## src/rtl/alu_pkg.sv

```systemverilog
// ----------------------------------------------------------------------------
// alu_pkg
// Shared definitions for the ALU request arbiter and its sub-modules.
//   - unit_e  : opcode[3:2] unit-select codes
//   - FUN_*   : opcode[1:0] function codes of the logic unit
//   - state_e : arbiter FSM state encoding
// ----------------------------------------------------------------------------
package alu_pkg;

  typedef enum logic [1:0] {
    UNIT_ARITH = 2'b00,
    UNIT_LOGIC = 2'b01,
    UNIT_CMP   = 2'b10,
    UNIT_SHIFT = 2'b11
  } unit_e;

  localparam logic [1:0] FUN_AND  = 2'b00;
  localparam logic [1:0] FUN_OR   = 2'b01;
  localparam logic [1:0] FUN_NAND = 2'b10;
  localparam logic [1:0] FUN_NOR  = 2'b11;

  typedef enum logic [1:0] {
    ST_IDLE  = 2'b00,
    ST_ISSUE = 2'b01,
    ST_WAIT  = 2'b10,
    ST_RESP  = 2'b11
  } state_e;

endpackage

```

## src/rtl/rr_arbiter2.sv

```systemverilog
// ----------------------------------------------------------------------------
// rr_arbiter2
// Two-input round-robin grant. A sole requester always wins; on a tie the
// requester that did not win last time is granted. last_grant resets to 1 so
// requester 0 wins the first tie.
// Ports:
//   clk, reset (async, active low)
//   req[1:0]   request vector, bit N = requester N
//   accept     grant was taken this cycle; commits gnt_id as last_grant
//   gnt_valid  at least one requester is asking
//   gnt_id     granted requester (meaningful when gnt_valid)
// ----------------------------------------------------------------------------
module rr_arbiter2 (
  input  logic       clk,
  input  logic       reset,
  input  logic [1:0] req,
  input  logic       accept,
  output logic       gnt_valid,
  output logic       gnt_id
);

  logic last_grant;

  // NOTE: every signal written in always_comb gets a value on every path
  // (defaults first); a missing branch would infer a latch.
  always_comb begin
    gnt_valid = |req;
    gnt_id    = req[1];
    if (req == 2'b11) gnt_id = ~last_grant;
  end

  // NOTE: state is updated with non-blocking assignments so every flop
  // samples pre-edge values regardless of block ordering.
  always_ff @(posedge clk or negedge reset) begin
    if (!reset)      last_grant <= 1'b1;
    else if (accept) last_grant <= gnt_id;
  end

endmodule

```

## src/rtl/alu_req_arbiter.sv

```systemverilog
// ----------------------------------------------------------------------------
// alu_req_arbiter
// Shares one registered ALU datapath between two requesters. Requests are
// granted round-robin, the opcode is decoded into a one-cycle unit enable
// plus ALU_FUN, the fixed ALU latency is waited out, and the result is
// returned on a valid/ready response channel tagged with the requester id.
//   FSM: IDLE -> ISSUE -> WAIT -> RESP -> IDLE
// Parameters: WIDTH (operand width), ALU_LAT (result latency, >= 1)
// Ports:
//   clk, reset (async, active low)
//   reqN_valid/ready/A/B/fun   command channel of requester N (N = 0, 1)
//   alu_A, alu_B, ALU_FUN      operands and function to the ALU units
//   arith/logic/cmp/shift_enable  one-hot unit enable, high in ISSUE only
//   alu_out, alu_flag          muxed registered ALU result and flag
//   rsp_valid/ready/id/data/flag  response channel
// Build option: define ALU_PERF_CNT_EN to add perf_cnt0/perf_cnt1, saturating
//   16-bit counts of completed response handshakes per requester.
// ----------------------------------------------------------------------------
module alu_req_arbiter
  import alu_pkg::*;
#(
  parameter int WIDTH   = 16,
  parameter int ALU_LAT = 1
) (
  input  logic             clk,
  input  logic             reset,
  input  logic             req0_valid,
  output logic             req0_ready,
  input  logic [WIDTH-1:0] req0_A,
  input  logic [WIDTH-1:0] req0_B,
  input  logic [3:0]       req0_fun,
  input  logic             req1_valid,
  output logic             req1_ready,
  input  logic [WIDTH-1:0] req1_A,
  input  logic [WIDTH-1:0] req1_B,
  input  logic [3:0]       req1_fun,
  output logic [WIDTH-1:0] alu_A,
  output logic [WIDTH-1:0] alu_B,
  output logic [1:0]       ALU_FUN,
  output logic             arith_enable,
  output logic             logic_enable,
  output logic             cmp_enable,
  output logic             shift_enable,
  input  logic [WIDTH-1:0] alu_out,
  input  logic             alu_flag,
  output logic             rsp_valid,
  input  logic             rsp_ready,
  output logic             rsp_id,
  output logic [WIDTH-1:0] rsp_data,
  output logic             rsp_flag
`ifdef ALU_PERF_CNT_EN
  ,
  output logic [15:0]      perf_cnt0,
  output logic [15:0]      perf_cnt1
`endif
);

  localparam int               CNT_W    = (ALU_LAT > 1) ? $clog2(ALU_LAT) : 1;
  localparam logic [CNT_W-1:0] CNT_LOAD = CNT_W'(ALU_LAT - 1);

  state_e           state_q, state_d;
  logic [WIDTH-1:0] a_q, b_q;
  logic [3:0]       fun_q;
  logic             id_q;
  logic [CNT_W-1:0] cnt_q;
  logic             gnt_valid, gnt_id, accept;

  rr_arbiter2 u_arb (
    .clk       (clk),
    .reset     (reset),
    .req       ({req1_valid, req0_valid}),
    .accept    (accept),
    .gnt_valid (gnt_valid),
    .gnt_id    (gnt_id)
  );

  assign accept = (state_q == ST_IDLE) && gnt_valid;

  // The FSM sits in IDLE while reset is held; gating ready with reset keeps
  // every output at 0 during reset instead of advertising a grant.
  assign req0_ready = reset && accept && !gnt_id;
  assign req1_ready = reset && accept &&  gnt_id;

  // Operand/function registers are only reloaded on accept, so they hold
  // through ISSUE and WAIT without extra control.
  assign alu_A   = a_q;
  assign alu_B   = b_q;
  assign ALU_FUN = fun_q[1:0];

  always_ff @(posedge clk or negedge reset) begin
    if (!reset) state_q <= ST_IDLE;
    else        state_q <= state_d;
  end

  always_comb begin
    state_d      = state_q;
    arith_enable = 1'b0;
    logic_enable = 1'b0;
    cmp_enable   = 1'b0;
    shift_enable = 1'b0;
    rsp_valid    = 1'b0;
    case (state_q)
      ST_IDLE:  if (gnt_valid) state_d = ST_ISSUE;
      ST_ISSUE: begin
        case (unit_e'(fun_q[3:2]))
          UNIT_ARITH: arith_enable = 1'b1;
          UNIT_LOGIC: logic_enable = 1'b1;
          UNIT_CMP:   cmp_enable   = 1'b1;
          UNIT_SHIFT: shift_enable = 1'b1;
          default:    arith_enable = 1'b0;
        endcase
        state_d = ST_WAIT;
      end
      ST_WAIT:  if (cnt_q == '0) state_d = ST_RESP;
      ST_RESP: begin
        rsp_valid = 1'b1;
        if (rsp_ready) state_d = ST_IDLE;
      end
      default:  state_d = ST_IDLE;
    endcase
  end

  // Command latch, latency counter and response capture. The counter is
  // loaded in ISSUE so WAIT spans exactly ALU_LAT cycles; the last WAIT
  // cycle is the first one in which alu_out holds this op's result.
  always_ff @(posedge clk or negedge reset) begin
    if (!reset) begin
      a_q      <= '0;
      b_q      <= '0;
      fun_q    <= '0;
      id_q     <= 1'b0;
      cnt_q    <= '0;
      rsp_id   <= 1'b0;
      rsp_data <= '0;
      rsp_flag <= 1'b0;
    end else begin
      if (accept) begin
        a_q   <= gnt_id ? req1_A   : req0_A;
        b_q   <= gnt_id ? req1_B   : req0_B;
        fun_q <= gnt_id ? req1_fun : req0_fun;
        id_q  <= gnt_id;
      end
      if (state_q == ST_ISSUE) begin
        cnt_q <= CNT_LOAD;
      end else if (state_q == ST_WAIT) begin
        if (cnt_q == '0) begin
          rsp_data <= alu_out;
          rsp_flag <= alu_flag;
          rsp_id   <= id_q;
        end else begin
          cnt_q <= cnt_q - CNT_W'(1);
        end
      end
    end
  end

`ifdef ALU_PERF_CNT_EN
  logic rsp_fire;
  assign rsp_fire = rsp_valid && rsp_ready;

  always_ff @(posedge clk or negedge reset) begin
    if (!reset) begin
      perf_cnt0 <= '0;
      perf_cnt1 <= '0;
    end else if (rsp_fire) begin
      if (!rsp_id && perf_cnt0 != 16'hFFFF) perf_cnt0 <= perf_cnt0 + 16'd1;
      if ( rsp_id && perf_cnt1 != 16'hFFFF) perf_cnt1 <= perf_cnt1 + 16'd1;
    end
  end
`endif

endmodule
```

## config.mk

```make
export PLATFORM = sky130hd
export DESIGN_NAME = alu_req_arbiter
export DESIGN_NICKNAME = d
export VERILOG_FILES = /design/src/rtl/alu_pkg.sv /design/src/rtl/rr_arbiter2.sv /design/src/rtl/alu_req_arbiter.sv
export SDC_FILE = /design/constraint.sdc
export NUM_CORES = 1
export LEC_CHECK = 0
export BUFFER_PORTS_ARGS = -buffer_cell sky130_fd_sc_hd__buf_2
export CAP_MARGIN = 15
export CORE_ASPECT_RATIO = 0.6
export CORE_MARGIN = 1
export CORE_UTILIZATION = 30
export DETAILED_ROUTE_END_ITERATION = 10
export GPL_ROUTABILITY_DRIVEN = 0
export PLACE_DENSITY_LB_ADDON = 0.15
export SLEW_MARGIN = 40
export SYNTH_ARGS = -nofsm -noshare
export SYNTH_HDL_FRONTEND = slang
export SYNTH_HIERARCHICAL = 1
export SYNTH_SLANG_ARGS = --single-unit
```

## constraint.sdc

```tcl
create_clock -name clk -period 1.5 [get_ports clk]
set_input_delay 0.225 -clock clk [delete_from_list [all_inputs] [get_ports clk]]
set_output_delay 0.225 -clock clk [all_outputs]
set_load 0.02 [all_outputs]
```

## After elaboration in Yosys (flattened, before gate mapping)

Index checks and enable logic that the tools add are counted.

| word-level totals | value |
|---|---|
| output and inout bits | 59 |
| register bits after elaboration | 59 |

| operators by class | value |
|---|---|
| bitwise logic cells | 3 |
| muxes and demuxes | 20 |
| eq/ne operators | 10 |
| $add $sub $neg | 1 |
| reductions and logical operators | 11 |

Operators by type and width:

| operator | number |
|---|---|
| 2-to-1 mux 16 bit | 2 |
| 2-to-1 mux 1 bit | 13 |
| equality test 2 bit, second input constant | 5 |
| case mux 2 bit (4 select lines) | 1 |
| 2-to-1 mux 2 bit | 3 |
| != test 2 bit, second input constant | 3 |
| AND reduction 3 bit | 2 |
| equality test 2 x 1 -> 1 bit, second input constant | 2 |
| logical AND 1 bit | 4 |
| zero test 2 bit | 2 |
| 2-to-1 mux 4 bit | 1 |
| inverter 1 bit | 3 |
| nonzero test 2 bit | 1 |
| OR reduction 2 bit | 1 |
| zero test 1 bit | 1 |
| subtractor 1 bit, second input constant | 1 |

## Longest topological paths before layout

| logic depth | value |
|---|---|
| depth in word-level cells | 4 |
| depth in mapped cells | 8 |

## Modules after synthesis

The synthesis kept the hierarchy.

Modules (own cells, without submodules):

| module | times used | cells an instance | area an instance (µm²) |
|---|---|---|---|
| alu_req_arbiter | 1 | 224 | 2,776.4 |
| rr_arbiter2 | 1 | 4 | 58.8 |

## Least setup slack after synthesis

OpenSTA, ideal clock, no wires.

| path | value |
|---|---|
| kind | register -> output |
| start | reg state_q[0] |
| end | out req0_ready |
| arrival time | 1.472 ns |
| stages on the path, launching flop included | 9 |
| data required time | 1.275 ns |
| setup slack | -0.197 ns |
| path buffers | 3 |
| cells stage by stage | dfrtp_1 > inv_1 > ha_1 > and2_4 > buf_6 > buf_6 > buf_8 > nand2_1 > nor2_1 |

| on the way | value |
|---|---|
| word-level cells in the longest chain between the ends | 4 |

Ends and longest elaborated chain:

| item | line | source |
|---|---|---|
| start: declaration | alu_req_arbiter.sv:61 | `state_e state_q, state_d;` |
| start signal: assignment | alu_req_arbiter.sv:92 | `else state_q <= state_d;` |
| zero test 2 bit | alu_req_arbiter.sv:77 | `assign accept = (state_q == ST_IDLE) && gnt_valid;` |
| logical AND 1 bit | alu_req_arbiter.sv:77 |  |
| logical AND 1 bit (2 in series) | alu_req_arbiter.sv:81 | `assign req0_ready = reset && accept && !gnt_id;` |
| end: declaration | alu_req_arbiter.sv:28 | `output logic req0_ready,` |

Every way passes these cells.

## Worst setup path after layout

| path | value |
|---|---|
| start | reg state_q[0] |
| end | out req1_ready |

| on the way | value |
|---|---|
| word-level cells in the longest chain between the ends | 4 |

Ends and longest elaborated chain:

| item | line | source |
|---|---|---|
| zero test 2 bit | alu_req_arbiter.sv:77 |  |
| logical AND 1 bit | alu_req_arbiter.sv:77 |  |
| logical AND 1 bit (2 in series) | alu_req_arbiter.sv:82 | `assign req1_ready = reset && accept && gnt_id;` |
| end: declaration | alu_req_arbiter.sv:33 | `output logic req1_ready,` |

Every way passes these cells.

==> results.md <==
- Routed wirelength normalized by instance count: 13.04 um
- Wire length of the first global-routing pass: 10,210 um
- Number of global-route vias before repair: 2,028
- Cell area after synthesis: 2835 um^2
- Clock tree from TritonCTS: built
- Total global-route track usage: 13.88%
- Non-Filler Cell Area, Final: 4274 um^2
- Die footprint: 9856 um^2
- Site Rows: 27
- Pre-CTS setup slack: -4.542 ps
- Crit path DAT: 1420 ps
- Kind of path behind the tightest hold check: in -> async
- Gate count after technology mapping: 228
- Initial Util: 30.86%
- Worst setup path end: req1_ready
- FF-to-FF path depth: 7
- Core area: 9189 um^2
- Final layout net count: 490
- Highest Clock Rate: 0.6074 GHz
- DRC marker count from the first detailed-route iteration: 61
- Number of buffers on the longest clock path: 2
- Max H-tree Level: 3
- Transition at the pin with the smallest max-transition slack: 527.0 ps
- Proportion of synthesized chip area in sequential cells: 51.24%
- Yosys cell types: 24
- Setup repair after global routing missed its margin: true
- Largest net degree at the start of global routing: 59
- Critical register-to-register path endpoint: alu_B[15]
- TritonCTS Buffers: 9
- Count of yosys warnings during synthesis: 6
- Post-Route Skew: 5.754 ps
- Start point of the critical path: state_q[0]
- Vertical extent of the die: 77.30 um
- Maximum capacitance violations: 0
- Area after detailed placement: 3700 um^2
- Via density per instance: 4.181
- Power density over the cells: 2292 nW/um^2
- Worst slew margin relative to its limit: 64.87%
- Setup-failing EPs final: 6
- Final Worst Setup Slack: -146.4 ps
- Worst-case vdd ir drop: 0.9961 mV
- Share of the cycle needed by the critical path after routing: 109.8%
- Number of antenna violations at the first check in global routing: 0
- Layout cell share with drive strength beyond 1: 61.62%
- Pre-antenna DRT Iters: 4
- Number of diodes added for antenna fixing: 0
- DR DRC count: 0
- Total length of routed wires: 6861 um
- Final count of hold timing violations: 0
- Sinks on Clock Net: 58
- Leakage Power: 2.079 nW
- Post-Syn Nets: 327
- Final critical path time including I/O delays and setup: 1646 ps
- Via count: 2,199
- I/O Buffers: 152
- Count of nets left with antenna violations after detail routing: 0
- Biggest fanout along the worst timing path: 3
- Element type at the critical path start: register
- Syn-to-layout area delta: 50.75%
- Final core area utilization: 46.51%
- DP HPWL: 4730 um
- Result of the run: finished with violations
- Failing checks: setup timing
- Leftover overflow at the end of global routing: 0
- Hold buffers post-CTS: 0
- Clock network latency to the later pin of the worst-skew pair: 330 ps
- Number of pins exceeding their max-slew limit in the final report: 0
- Worst Path Class, Setup: reg -> out
- CTS root buffer: clkbuf_16
- CP endpoint kind: output port
- Clock edge transition at the registers on the reported setup and hold paths: 50 ps
- Register-to-register setup slack: 10 ps
- Reg-to-reg startpoint: state_q[0]
- Post-synthesis area per instance: 12.44 um^2
- Floorplan die width: 127.5 um
- Setup total negative slack: -474.7 ps
- Data required time of the worst path: 1270 ps
- Number of top-level design ports: 153
- Number of synthesized register bits: 58
[cell usage in the layout (no fill, tap or decap)]
cell type  synthesis  final
inv_1              4      2
buf_4              4     11
nand2_4            0      1
buf_12             1      4
a21boi_4           0      1
a21oi_2           31     31
o22ai_2            0      1
dfstp_2            1      1
mux2i_1           37     37
buf_8              2      1
nor2_1            39     38
bufinv_16          0      2
or2_1              1      1
and3b_1            1      1
nor2_4             0      1
a21oi_1            5      5
and3_4             0      1
mux2_4             2     12
inv_2              0      2
dfrtp_1           57     57
and3_1             2      1
and2_4             1      1
nand2_1            2      1
mux2_2             1      1
ha_1               5      1
mux2_1            18      8
clkinv_2           0      4
ha_2               0      1
ha_4               0      3
buf_6              7      5
nor3b_2            0      1
clkbuf_8           0      1
clkbuf_16          0     11
buf_2              4    147
[report_power, final]
part	switching, mW	total [mW]	internal (mW)
registers	0.424	2.80	2.38
logic	2.63	4.79	2.16
clock network	0.721	2.21	1.48
[cell type report]
class | count | area [um^2]
fillers | 893 | 4915
flip-flops and latches | 58 | 1453
multi-input cells | 148 | 1305
repair buffers | 170 | 1020
clock buffers | 10 | 239.0
well taps | 130 | 162.7
clock inverters | 6 | 80.08
inverters | 4 | 15.01
[state kept, by name (all words and copies together), names as in the netlist]
register and flops:
alu_A 16, alu_B 16, fun_q 4, id_q 1, rsp_data 16, rsp_flag 1
rsp_id 1, state_q 2, u_arb/last_grant 1
[worst max-delay path, stage by stage (launching register included)]
cell and delay, ps:
dfrtp_1 410, inv_2 90, ha_4 130, and2_4 160, and3_4 190, buf_6 110
[worst min-delay path by stage]
| stage | startpoint | endpoint | slack [ps] |
|---|---|---|---|
| global route | reset | rsp_id | 90 |
| global placement | alu_out[0] | rsp_data[0] | 440 |
| detailed placement | alu_out[0] | rsp_data[0] | 450 |
| finish | reset | rsp_id | 50 |
| floorplan | reset | alu_A[0] | -70 |
| CTS | alu_out[11] | rsp_data[11] | 100 |
[per-stage QoR]
step	hold slack (ps)	power, mW	cells
after floorplan	-70.59	5.799	228
after global placement	441.1	6.828	500
after detailed placement	445.3	6.908	500
after CTS	95.05	9.337	522
after global routing	94.65	10.43	526
final	48.93	9.795	526
[per-layer routing]
layer	vias up	wire (um)	part of all wire, %	global-route usage (%)
li1	1102	-	-	-
met4	0	87	1.3	5.714
met2	89	2682	39	17.87
met1	997	3555	52	19.75
met3	11	535	7.8	6.071
met5	-	0	0	0
[what timing repair did]
action,CTS,global route
setup endpoints to repair,9,59
gates cloned,0,3
gates resized for setup,11,23
pin swaps,3,4
buffers inserted,6,3
[cells in the mapped netlist]
library cell  number  area, um^2
buf_8              2       30.03
nand2_1            2       7.510
mux2_4             2       30.03
mux2_2             1       11.26
buf_4              4       30.03
nor3b_1            1       7.510
inv_1              4       15.01
buf_2              4       20.02
and3b_1            1       8.760
and2_4             1       8.760
mux2_1            18       202.7
mux2i_1           37       370.4
buf_12             1       20.02
buf_6              7       78.83
nor2_1            39       146.4
ha_1               5       62.56
or2_1              1       6.260
and3_1             2       12.51
a21oi_2           31       271.5
dfstp_2            1       26.28
o22ai_1            1       6.260
a21oi_1            5       25.02
a21boi_2           1       11.26
dfrtp_1           57        1426
[kinds of logic (layout without fill, tap and decap cells)]
family / count (synthesis) / count (layout) / share of synthesized area (%)
compound gates: 38 / 38 / 11.08
fa+ha+maj: 5 / 5 / 2.207
buf+inv: 22 / 190 / 6.840
flops: 58 / 58 / 51.24
mux: 58 / 58 / 21.67
simple gates: 47 / 47 / 6.973
No activity file was read; power rests on OpenSTA's default activity.
